`config.mk`:
```
export PLATFORM = sky130hd
export DESIGN_NAME = spi_master_flat
export DESIGN_NICKNAME = d
export VERILOG_FILES = /design/src/rtl/spi_pkg.sv /design/src/rtl/spi_master_if.sv /design/src/rtl/spi_master_shift.sv /design/src/rtl/spi_master.sv /design/src/flat_wrapper.sv
export SDC_FILE = /design/constraint.sdc
export NUM_CORES = 1
export LEC_CHECK = 0
export CAP_MARGIN = 20
export CORE_MARGIN = 3
export CORE_UTILIZATION = 55
export DETAILED_ROUTE_END_ITERATION = 16
export PLACE_DENSITY = 0.78
export SLEW_MARGIN = 20
export SYNTH_ARGS = -nofsm -noshare
export SYNTH_HDL_FRONTEND = slang
export SYNTH_SLANG_ARGS = --single-unit
```
`constraint.sdc`:
```
create_clock -name clk -period 3.4 [get_ports clk]
set_input_delay 0.85 -clock clk [delete_from_list [all_inputs] [get_ports clk]]
set_output_delay 0.85 -clock clk [all_outputs]
set_load 0.05 [all_outputs]
```
`src/rtl/spi_pkg.sv`:
```
// Shared SPI link definitions: command encodings, master FSM states, frame sizes
// and the MOSI frame builder.
package spi_pkg;

  localparam int unsigned FRAME_BITS = 10;
  localparam int unsigned DATA_BITS  = 8;

  typedef enum logic [1:0] {
    CMD_WR_ADDR = 2'b00,
    CMD_WR_DATA = 2'b01,
    CMD_RD_ADDR = 2'b10,
    CMD_RD_DATA = 2'b11
  } cmd_e;

  typedef enum logic [2:0] {
    IDLE,
    CMD,
    SEND,
    WAIT_RD,
    RECV,
    GAP
  } state_e;

  // Read-data frames carry a zero payload regardless of wdata.
  function automatic logic [FRAME_BITS-1:0] build_frame(input logic [1:0] cmd,
                                                        input logic [DATA_BITS-1:0] wdata);
    logic [DATA_BITS-1:0] payload;
    payload = (cmd == CMD_RD_DATA) ? '0 : wdata;
    return {cmd, payload};
  endfunction

endpackage

```
`src/rtl/spi_master_if.sv`:
```
// Host-side request/response bundle of spi_master. The slave modport is the
// spi_master side; the master modport is the host/test controller side.
interface spi_master_if;
  import spi_pkg::*;

  logic                 start;
  logic [1:0]           cmd;
  logic [DATA_BITS-1:0] wdata;
  logic                 busy;
  logic                 done;
  logic [DATA_BITS-1:0] rdata;
  logic                 rd_valid;

  modport master (output start, cmd, wdata, input busy, done, rdata, rd_valid);
  modport slave  (input start, cmd, wdata, output busy, done, rdata, rd_valid);
endinterface

```
`src/rtl/spi_master_shift.sv`:
```
// Datapath for spi_master: loadable 10-bit PISO for MOSI, 8-bit SIPO for MISO,
// and a saturating 4-bit bit counter.
module spi_master_shift
  import spi_pkg::*;
(
  input  logic                  clk,
  input  logic                  rst,
  input  logic                  load,
  input  logic [FRAME_BITS-1:0] frame,
  input  logic                  shift_tx,
  input  logic                  shift_rx,
  input  logic                  miso,
  input  logic                  clr_cnt,
  input  logic                  inc_cnt,
  output logic                  tx_msb,
  output logic [DATA_BITS-1:0]  rx,
  output logic [3:0]            bit_cnt
);

  logic [FRAME_BITS-1:0] tx;

  always_ff @(posedge clk or posedge rst) begin
    if (rst) begin
      tx      <= '0;
      rx      <= '0;
      bit_cnt <= '0;
    end else begin
      if (load)          tx <= frame;
      else if (shift_tx) tx <= {tx[FRAME_BITS-2:0], 1'b0};

      if (shift_rx) rx <= {rx[DATA_BITS-2:0], miso};

      if (clr_cnt)                      bit_cnt <= '0;
      else if (inc_cnt && bit_cnt != '1) bit_cnt <= bit_cnt + 4'd1;
    end
  end

  assign tx_msb = tx[FRAME_BITS-1];

endmodule

```
`src/rtl/spi_master.sv`:
```
// SPI initiator: frames host commands as SS_n-framed MOSI sequences and captures
// the MISO byte of read-data frames. SPI_MASTER_QUEUE_EN adds a one-entry request buffer.
module spi_master
  import spi_pkg::*;
#(
  parameter int unsigned RD_LATENCY = 2
) (
  input  logic         clk,
  input  logic         rst,
  spi_master_if.slave  host,
  output logic         MOSI,
  input  logic         MISO,
  output logic         SS_n
);

  state_e               state;
  logic [1:0]           cmd_q;
  logic [2:0]           lat_cnt;
  logic                 armed;
  logic                 busy_r, done_r, rd_valid_r;
  logic [DATA_BITS-1:0] rdata_r;

  logic                  launch;
  logic [1:0]            launch_cmd;
  logic [FRAME_BITS-1:0] launch_frame;
  logic                  send_last, recv_last;
  logic                  clr_cnt, inc_cnt, shift_tx, shift_rx;
  logic                  tx_msb;
  logic [DATA_BITS-1:0]  rx;
  logic [3:0]            bit_cnt;

  // armed blocks a start that coincides with reset release.
  wire req = host.start && armed;

`ifdef SPI_MASTER_QUEUE_EN
  logic                 q_valid;
  logic [1:0]           q_cmd;
  logic [DATA_BITS-1:0] q_wdata;

  wire launch_buf = (state == GAP) && q_valid;

  always_comb begin
    launch     = ((state == IDLE) && req) || ((state == GAP) && (q_valid || req));
    launch_cmd = launch_buf ? q_cmd : host.cmd;
    launch_frame = launch_buf ? build_frame(q_cmd, q_wdata) : build_frame(host.cmd, host.wdata);
  end

  always_ff @(posedge clk or posedge rst) begin
    if (rst) begin
      q_valid <= 1'b0;
      q_cmd   <= '0;
      q_wdata <= '0;
    end else if (launch_buf) begin
      q_valid <= 1'b0;
    end else if (req && !q_valid && state != IDLE && state != GAP) begin
      q_valid <= 1'b1;
      q_cmd   <= host.cmd;
      q_wdata <= host.wdata;
    end
  end
`else
  always_comb begin
    launch       = (state == IDLE) && req;
    launch_cmd   = host.cmd;
    launch_frame = build_frame(host.cmd, host.wdata);
  end
`endif

  always_comb begin
    send_last = (state == SEND) && (bit_cnt == 4'(FRAME_BITS - 1));
    recv_last = (state == RECV) && (bit_cnt == 4'(DATA_BITS - 1));
    clr_cnt   = (state == CMD) || send_last || (state == WAIT_RD);
    inc_cnt   = (state == SEND) || (state == RECV);
    shift_tx  = (state == CMD) || ((state == SEND) && !send_last);
    shift_rx  = (state == RECV);
  end

  spi_master_shift u_shift (
    .clk      (clk),
    .rst      (rst),
    .load     (launch),
    .frame    (launch_frame),
    .shift_tx (shift_tx),
    .shift_rx (shift_rx),
    .miso     (MISO),
    .clr_cnt  (clr_cnt),
    .inc_cnt  (inc_cnt),
    .tx_msb   (tx_msb),
    .rx       (rx),
    .bit_cnt  (bit_cnt)
  );

  always_ff @(posedge clk or posedge rst) begin
    if (rst) begin
      state      <= IDLE;
      SS_n       <= 1'b1;
      MOSI       <= 1'b0;
      busy_r     <= 1'b0;
      done_r     <= 1'b0;
      rd_valid_r <= 1'b0;
      rdata_r    <= '0;
      cmd_q      <= '0;
      lat_cnt    <= '0;
      armed      <= 1'b0;
    end else begin
      armed      <= 1'b1;
      done_r     <= 1'b0;
      rd_valid_r <= 1'b0;
      case (state)
        IDLE, GAP: begin
          if (launch) begin
            state  <= CMD;
            SS_n   <= 1'b0;
            MOSI   <= launch_cmd[1];
            busy_r <= 1'b1;
            cmd_q  <= launch_cmd;
          end else begin
            state  <= IDLE;
            busy_r <= 1'b0;
          end
        end
        CMD: begin
          state <= SEND;
          MOSI  <= tx_msb;
        end
        SEND: begin
          if (!send_last) begin
            MOSI <= tx_msb;
          end else begin
            MOSI <= 1'b0;
            if (cmd_q != CMD_RD_DATA) begin
              state  <= GAP;
              SS_n   <= 1'b1;
              done_r <= 1'b1;
            end else if (RD_LATENCY == 0) begin
              state <= RECV;
            end else begin
              state   <= WAIT_RD;
              lat_cnt <= 3'(RD_LATENCY - 1);
            end
          end
        end
        WAIT_RD: begin
          if (lat_cnt == '0) state <= RECV;
          else               lat_cnt <= lat_cnt - 3'd1;
        end
        RECV: begin
          if (recv_last) begin
            state      <= GAP;
            SS_n       <= 1'b1;
            done_r     <= 1'b1;
            rd_valid_r <= 1'b1;
            rdata_r    <= {rx[DATA_BITS-2:0], MISO};
          end
        end
        default: state <= IDLE;
      endcase
    end
  end

  assign host.busy     = busy_r;
  assign host.done     = done_r;
  assign host.rd_valid = rd_valid_r;
  assign host.rdata    = rdata_r;

endmodule

```
`src/flat_wrapper.sv`:
```
// flat-port wrapper written by rule: the top's interface ports become plain ports
module spi_master_flat import spi_pkg::*;
#(
  parameter int unsigned RD_LATENCY = 2
)
  (clk, rst, MOSI, MISO, SS_n, host_start, host_cmd, host_wdata, host_busy, host_done, host_rdata, host_rd_valid);
  spi_master_if host_i ();
  input  logic clk;
  input  logic rst;
  output logic MOSI;
  input  logic MISO;
  output logic SS_n;
  input wire logic [$bits(host_i.start)-1:0] host_start;
  input wire logic [$bits(host_i.cmd)-1:0] host_cmd;
  input wire logic [$bits(host_i.wdata)-1:0] host_wdata;
  output wire logic [$bits(host_i.busy)-1:0] host_busy;
  output wire logic [$bits(host_i.done)-1:0] host_done;
  output wire logic [$bits(host_i.rdata)-1:0] host_rdata;
  output wire logic [$bits(host_i.rd_valid)-1:0] host_rd_valid;
  assign host_i.start = host_start;
  assign host_i.cmd = host_cmd;
  assign host_i.wdata = host_wdata;
  assign host_busy = host_i.busy;
  assign host_done = host_i.done;
  assign host_rdata = host_i.rdata;
  assign host_rd_valid = host_i.rd_valid;
  spi_master #(.RD_LATENCY(RD_LATENCY)) u_core (.clk(clk), .rst(rst), .host(host_i), .MOSI(MOSI), .MISO(MISO), .SS_n(SS_n));
endmodule
```
==> run metrics, run 1 <==
antenna violations before repair 0; Main synth FF type dfrtp_1; worst IR drop on VDD approximately 0.00044 V; Final ANT Viol Nets 0; clk_lat worst skew approximately 0.28 ns; Post-synth EDFFs 0; placed cells around 260; Starting Density between 50% and 60%; Seq/Total Area, Yosys a little over half; leading area contributor after synthesis dfrtp_1; via count about 1600; pwr/cell area a little under 800 nW/µm²; Critical Path Sink Type output pin; Worst path depth 1; register area 1080 µm²; fin crit period ~2.5 ns; reg2reg end u_core.host.rdata[3]; setup bufs post-CTS 0; final WL between 3000 and 4000 µm; post-route insts no fill 270; number of CTS-inserted buffers 5; Netlist cell types 42; Final setup viols 0; depth of the worst register-to-register path 4; die area ~4500 µm²; worst reg2reg startpoint u_core.state[0]; Slowest-stage cell, CP clkdlybuf4s50_1; Max Clk Rate 405 MHz; worst reg2reg setup slack approximately 1.1 ns; Avg WL per Cell around 15 µm; nets@finish 241; worst path required time 2.55 ns; Placed Area 2330 µm²; Avg Cell Area, Syn between 10 and 15 µm²; port bufs 26; Syn Inst Count 198; Hold Path Cell Cnt 2; Core Rows 21; Buf/Inv on CP 1; Worst Hold Endpoint u_core.cmd_q[0]; CP Class reg2out; post-CTS resize count 0; HP Start u_core.cmd_q[0]; total gr overflow 0; Synth area leaders dfrtp_1, mux2_2, o21ai_0; Synth top cells by count dfrtp_1, nand2_1, nor2_1, o21ai_0, mux2_2; vias in the first global route about 1600; Clock transition at path regs around 0.080 ns; period utilization 72.5%; Die Width ~67 µm; CTS Hold Buffers Added 0; Syn Nets 216; first-pass GRT wire length between 7000 and 8000 µm; I/O pin count 27; total core area ~3500 µm²; cell family with most CP delay buffers and inverters; share of layout cells above drive strength 1 between 10% and 20%; drt via density 5.84; Num Clock Sinks 43; critical path peak fanout 2; TNS Setup 0 ns; RSZ-0062 raised after global routing no; clock skew around 0.0072 ns; Max Slew Vio Count 0; Fill cells about 270; Mapped Area roughly 2100 µm²; cell area after layout 2430 µm²; largest net degree at the start of global routing between 40 and 50; HPWL after DPL 2880 µm; area occupied by multi-input gates slightly above 900 µm²; crit path cell chain clkdlybuf4s50_1; yosys warns 0; DRC 0; GP Congestion slightly below 0.9; Worst-Margin Slew 0.699 ns; CP peak stage delay 0.79 ns; Rel. slew slack a little over half; drt pass-1 iters 4; number of H-tree levels 2; CP Data Arrival Time about 1.6 ns; cell with the most instances after synthesis dfrtp_1; async set-reset flop share out of synthesis 100%; Final Hold Fails 0; Iter 0 DRT Violations roughly 160; Worst setup SP type flop; clock root buffer clkbuf_8; CTS tree done; ANT cells 0; #FFs+latches synth 43; GRT Resource Usage Total about a fifth; Max Cap Violations 0; Die Y roughly 67 µm; top cell type's share of synthesized area 51.1%; Hold Path Class reg2reg; Clock Path Buffers 2; Area Growth Syn to Fin 18.2%; outcome completed; leak pwr around 1.1 nW
## sequential cells by signal, summed over array words and instances (netlist names), 2 cells and up
name                    cells
u_core.u_shift.bit_cnt      4
u_core.host.rdata           8
u_core.u_shift.tx          10
u_core.u_shift.rx           7
u_core.lat_cnt              3
u_core.state                3
u_core.cmd_q                2
## worst min-delay path, stage by stage, from the launching register on
cell and delay, ns:
dfrtp_1 0.35, nand2_1 0.05, nand2_1 0.06
## worst max path at each step
stage	start	to
after floorplan	rst	u_core.MOSI
after global placement	host_start	u_core.u_shift.tx[7]
after detailed placement	host_start	u_core.u_shift.tx[5]
after CTS	u_core.SS_n	SS_n
after global routing	u_core.SS_n	SS_n
final	u_core.SS_n	SS_n
## per-stage QoR
| step | utilization, % | power (mW) | worst slack [ns] | hold WS, ns |
|---|---|---|---|---|
| after global routing | 70.1 | 2.04 | 0.890 | 0.526 |
| after CTS | 70.1 | 1.90 | 0.925 | 0.485 |
| after global placement | 67.2 | 1.50 | 1.05 | 0.453 |
| after floorplan | - | 1.39 | 1.55 | 0.438 |
| final | 70.1 | 1.90 | 0.933 | 0.485 |
| after detailed placement | 67.2 | 1.55 | 0.947 | 0.466 |
## layer usage
| layer | wire [µm] | up-vias | part of all wire (%) | GRT usage (%) |
|---|---|---|---|---|
| li1 | - | 760 | - | - |
| met1 | 1680 | 760 | 42 | 25.2 |
| met2 | 2050 | 52 | 52 | 36.6 |
| met3 | 217 | 4 | 5.4 | 4.33 |
| met4 | 31 | 0 | 0.78 | 5.82 |
| met5 | 0 | - | 0 | 0 |
## area by class of cell
| cell class | instances | area share (%) |
|---|---|---|
| sequential | 43 | 44.3 |
| clock buffer | 8 | 4.12 |
| inverter | 4 | 0.617 |
| tap | 46 | 2.37 |
| multi-input combinational | 142 | 37.6 |
| timing repair buffer | 27 | 11.0 |
## placed cells by master, fill, tap and decap left out, types with 3 or more instances in the layout
cell / n
dfrtp_1: 42
clkdlybuf4s50_1: 26
nand2_1: 21
nor2_1: 17
o21ai_0: 16
mux2_2: 15
a21oi_1: 13
clkbuf_8: 7
a31oi_1: 5
nand3_1: 5
nor2b_1: 5
inv_1: 4
ha_1: 4
nand2b_1: 3
a211oi_1: 3
a21o_1: 3
a222oi_1: 3
## kinds of logic (layout without fill, tap and decap cells)
logic type | after synthesis | after routing | synth area share (%)
AO/OA/AOI/OAI | 55 | 55 | 17.0
XOR/XNOR | 2 | 2 | 0.851
adder cells (fa/ha/maj) | 4 | 4 | 2.43
buffers and inverters | 13 | 39 | 3.22
flip-flops | 43 | 43 | 52.3
multiplexers | 15 | 15 | 8.21
other | 1 | 1 | 0.182
AND/OR/NAND/NOR | 65 | 65 | 15.8
## where the power goes
| part | switching [mW] | internal [mW] | total, mW | leakage [nW] |
|---|---|---|---|---|
| Combinational | 0.388 | 0.310 | 0.698 | 0.468 |
| Clock | 0.156 | 0.185 | 0.341 | 0.0515 |
| Sequential | 0.178 | 0.681 | 0.859 | 0.557 |
No activity file was read; power rests on OpenSTA's default activity.
==> run 2, diff against run 1 <==
Settings changed: CORE_UTILIZATION 55 to 54, PLACE_DENSITY 0.78 to 0.76.
Clock period 3.4 ns to 2.4 ns, I/O delays scaled along.
==> run metrics, run 2 (same netlist as run 1, synthesis figures left out) <==
worst path required time ~1.8 ns; CP Data Arrival Time about 1.6 ns; TNS Setup 0 ns; Die Y between 60 and 70 µm; CTS Hold Buffers Added 0; Core Rows 21; cell area after layout 2490 µm²; number of CTS-inserted buffers 5; Starting Density about 60%; Slowest-stage cell, CP clkdlybuf4s50_1; Hold Path Class reg2reg; Final setup viols 0; Fill cells 265; pwr/cell area 1130 nW/µm²; Max Cap Violations 0; total gr overflow 0; Rel. slew slack 61.3%; I/O pin count 27; worst IR drop on VDD between 0.0005 and 0.0006 V; Reg with most FFs u_core.u_shift.tx; Die Width between 60 and 70 µm; CP Class reg2out; first-pass GRT wire length ~7500 µm; setup bufs post-CTS 0; HPWL after DPL slightly above 3000 µm; CTS tree done; depth of the worst register-to-register path 4; Iter 0 DRT Violations roughly 190; Buf/Inv on CP 1; clk_lat worst skew about 0.29 ns; placed cells 266; via count between 1500 and 2000; commonest non-fill, non-tap cell in the layout dfrtp_1; period utilization slightly above 90%; leak pwr between 1 and 1.5 nW; max reg flops 10; clock skew roughly 0.005 ns; post-CTS resize count 0; Worst-Margin Slew between 0.5 and 0.6 ns; cell family with most CP delay buffers and inverters; Clock Path Buffers 2; drt via density between 5 and 6; critical path peak fanout 2; Avg WL per Cell ~15 µm; Clock transition at path regs around 0.08 ns; area occupied by multi-input gates slightly above 900 µm²; clock root buffer clkbuf_8; die area ~4600 µm²; Worst path depth 1; Max Slew Vio Count 0; Worst setup SP type flop; share of layout cells above drive strength 1 14.9%; DRC 0; antenna violations before repair 0; crit path cell chain clkdlybuf4s50_1; fin crit period about 2.2 ns; total core area approximately 3500 µm²; Placed Area 2370 µm²; nets@finish between 200 and 250; Area Growth Syn to Fin 21.1%; RSZ-0062 raised after global routing no; drt pass-1 iters 4; port bufs 26; ANT cells 0; final WL about 4100 µm; CP peak stage delay roughly 0.8 ns; GRT Resource Usage Total approximately 22%; post-route insts no fill 274; Max Clk Rate roughly 450 MHz; GP Congestion between 0.9 and 1; Final ANT Viol Nets 0; Num Clock Sinks 43; commonest cells after routing, fill and taps aside dfrtp_1, clkdlybuf4s50_1, nand2_1; Critical Path Sink Type output pin; Final Hold Fails 0; number of H-tree levels 2; Hold Path Cell Cnt 2; register area 1080 µm²; outcome completed; largest net degree at the start of global routing 31; vias in the first global route 1672
-- run 2: area by class of cell --
cell class / count / area share [%]
Timing Repair Buffer: 31 / 12.4
Inverter: 4 / 0.602
Clock inverter: 2 / 1.41
Clock buffer: 6 / 3.31
Multi-Input combinational cell: 142 / 36.7
Tap cell: 46 / 2.31
Sequential cell: 43 / 43.2
-- run 2: path summary, 6_finish.rpt --
kind                            startpoint                   end  slack, ns
min reg2reg                u_core.cmd_q[1]       u_core.cmd_q[1]       0.48
min                        u_core.cmd_q[1]       u_core.cmd_q[1]       0.48
max reg2reg                u_core.state[1]  u_core.host.rdata[0]       0.48
min in group asynchronous              rst  u_core.u_shift.tx[1]       0.66
max                            u_core.SS_n                  SS_n       0.17
max in group asynchronous              rst  u_core.u_shift.rx[6]       1.19
-- run 2: metrics by stage --
step	setup WS (ns)	util [%]	total power, mW	hold WS, ns
after global placement	0.288	68.0	2.17	0.456
after floorplan	0.782	-	1.97	0.438
after global routing	0.129	71.3	3.04	0.518
after CTS	0.166	71.3	2.83	0.477
final	0.172	71.3	2.82	0.477
after detailed placement	0.178	68.0	2.25	0.459
-- run 2: power breakdown --
group	leakage (nW)	switching (mW)	internal (mW)
clock network	0.0612	0.235	0.336
logic	0.493	0.612	0.468
registers	0.557	0.199	0.965
-- run 2: metal layers --
metal  track usage [%]  share of wire [%]  up-vias
met5                 0                  0        -
met4              8.86                1.6        0
met3              4.83                3.5        6
met2              36.2                 51       28
met1              27.6                 44      789
li1                  -                  -      763
-- run 2: tightest hold or removal path, cell delays in order (launching register included) --
cell	delay, ns
dfrtp_1	0.34
nand2_1	0.05
nand2_1	0.06
==> run 3, diff against run 2 <==
Settings changed: CAP_MARGIN 20 to unset, CORE_UTILIZATION 54 to 55, PLACE_DENSITY 0.76 to 0.77, SYNTH_HIERARCHICAL set to 1.
==> run metrics, run 3 <==
via count 1503; Avg WL per Cell 15.2 µm; Max Cap Violations 0; Final Hold Fails 0; post-route insts no fill 271; first-pass GRT wire length roughly 6900 µm; pwr/cell area about 1200 nW/µm²; depth of the worst register-to-register path 4; post-CTS resize count 0; Hold Path Cell Cnt 1; Slowest-stage cell, CP clkdlybuf4s50_1; Buf/Inv on CP 1; Total Power between 3 and 4 mW; Worst setup SP type flop; worst hold margin 0.490 ns; RSZ-0062 raised after global routing no; yosys warns 6; Hold Path Class reg2reg; register area approximately 1100 µm²; cell area after layout roughly 2600 µm²; part of the power in combinational logic just under 40%; Iter 0 DRT Violations ~120; number of H-tree levels 2; CP Data Arrival Time ~1.6 ns; fin crit period approximately 2.2 ns; Final setup viols 0; Rel. slew slack 58.3%; HPWL after DPL 3000 µm; Die Width approximately 69 µm; max reg flops 10; Num Clock Sinks 43; Worst-Margin Slew ~0.62 ns; CTS Hold Buffers Added 0; Clock transition at path regs ~0.08 ns; Cell Int Power roughly 1.9 mW; Die Y 69.0 µm; Final ANT Viol Nets 0; crit path cell chain clkdlybuf4s50_1; number of CTS-inserted buffers 5; CP peak stage delay ~0.80 ns; setup bufs post-CTS 0; Clock Path Buffers 2; Syn Inst Count ~190; GP Congestion 0.769; CTS tree done; Area Growth Syn to Fin 20.1%; clock root buffer clkbuf_8; clock share of power between 20% and 30%; Placed Area 2480 µm²; Avg Cell Area, Syn 11.3 µm²; Mapped Area roughly 2200 µm²; nets@finish approximately 240; period utilization around 94%; Sw Ratio 35.8%; Critical Path Sink Type output pin; DRC 0; die area between 4000 and 5000 µm²; total core area roughly 3700 µm²; share of layout cells above drive strength 1 between 10% and 20%; commonest cells after routing, fill and taps aside dfrtp_1, clkdlybuf4s50_1, nand2_1; TNS Setup 0 ns; Max Clk Rate 445 MHz; reg2reg end u_core/u_shift/bit_cnt[0]; largest net degree at the start of global routing 21; switching power 1.08 mW; worst IR drop on VDD just over 0.0005 V; total gr overflow 0; drt via density 5.55; final WL slightly above 4000 µm; outcome completed; worst path required time approximately 1.8 ns; CP startpoint u_core/SS_n; drt pass-1 iters 4; vias in the first global route 1495; Syn Nets 210; critical path peak fanout 3; Starting Density between 50% and 60%; CP Class reg2out; area occupied by multi-input gates between 1000 and 1500 µm²; worst reg2reg setup slack slightly above 0.5 ns; sequential power share 39.4%; leak pwr 1.19 nW; Core Rows 22; Worst Hold Endpoint u_core/cmd_q[1]; Max Slew Vio Count 0; clock skew approximately 0.011 ns; clk_lat worst skew about 0.30 ns; cell family with most CP delay buffers and inverters; worst reg2reg startpoint u_core/state[1]; placed cells approximately 260; ANT cells 0; port bufs 26; I/O pin count 27; GRT Resource Usage Total approximately a fifth; commonest non-fill, non-tap cell in the layout dfrtp_1; antenna violations before repair 0; Fill cells 280; Reg with most FFs u_core/u_shift/tx; HP Start u_core/cmd_q[1]
==> run 3: per-layer routing <==
metal | part of all wire (%) | track usage [%] | up-vias | routed length [µm]
met1 | 46 | 26.5 | 738 | 1890
met3 | 3.6 | 4.70 | 5 | 147
met4 | 1.0 | 5.60 | 0 | 42
met5 | 0 | 0 | - | 0
li1 | - | - | 733 | -
met2 | 50 | 31.1 | 27 | 2050
==> run 3: how the worst max path moves through the flow <==
stage	cells past startpoint	slack, ns	to
CTS	1	0.14	SS_n
global placement	6	0.40	u_core/u_shift/tx[0]
floorplan	5	0.83	u_core/u_shift/rx[0]
finish	1	0.16	SS_n
global route	1	0.11	SS_n
detailed placement	6	0.33	u_core/u_shift/tx[0]
==> run 3: layout make-up <==
class / instances / share of cell area (%)
clock buffers: 6 / 2.77
clock inverters: 2 / 2.29
inverters: 9 / 1.29
multi-input cells: 132 / 38.8
flip-flops and latches: 43 / 41.2
well taps: 48 / 2.29
repair buffers: 31 / 11.4
==> run 3: through the flow <==
step / setup slack [ns] / utilization [%]
after floorplan: 0.826 / -
after global placement: 0.400 / 66.4
after detailed placement: 0.331 / 66.4
after CTS: 0.139 / 69.9
after global routing: 0.107 / 69.9
final: 0.155 / 69.9
==> run 3: power groups by stage <==
stage / registers, mW / clock network, mW / logic (mW)
after global routing: 1.23 / 0.704 / 1.28
after CTS: 1.18 / 0.674 / 1.17
final: 1.19 / 0.664 / 1.16
after floorplan: 1.19 / 0 / 0.905
after detailed placement: 1.20 / 0 / 1.16
after global placement: 1.18 / 0 / 1.10
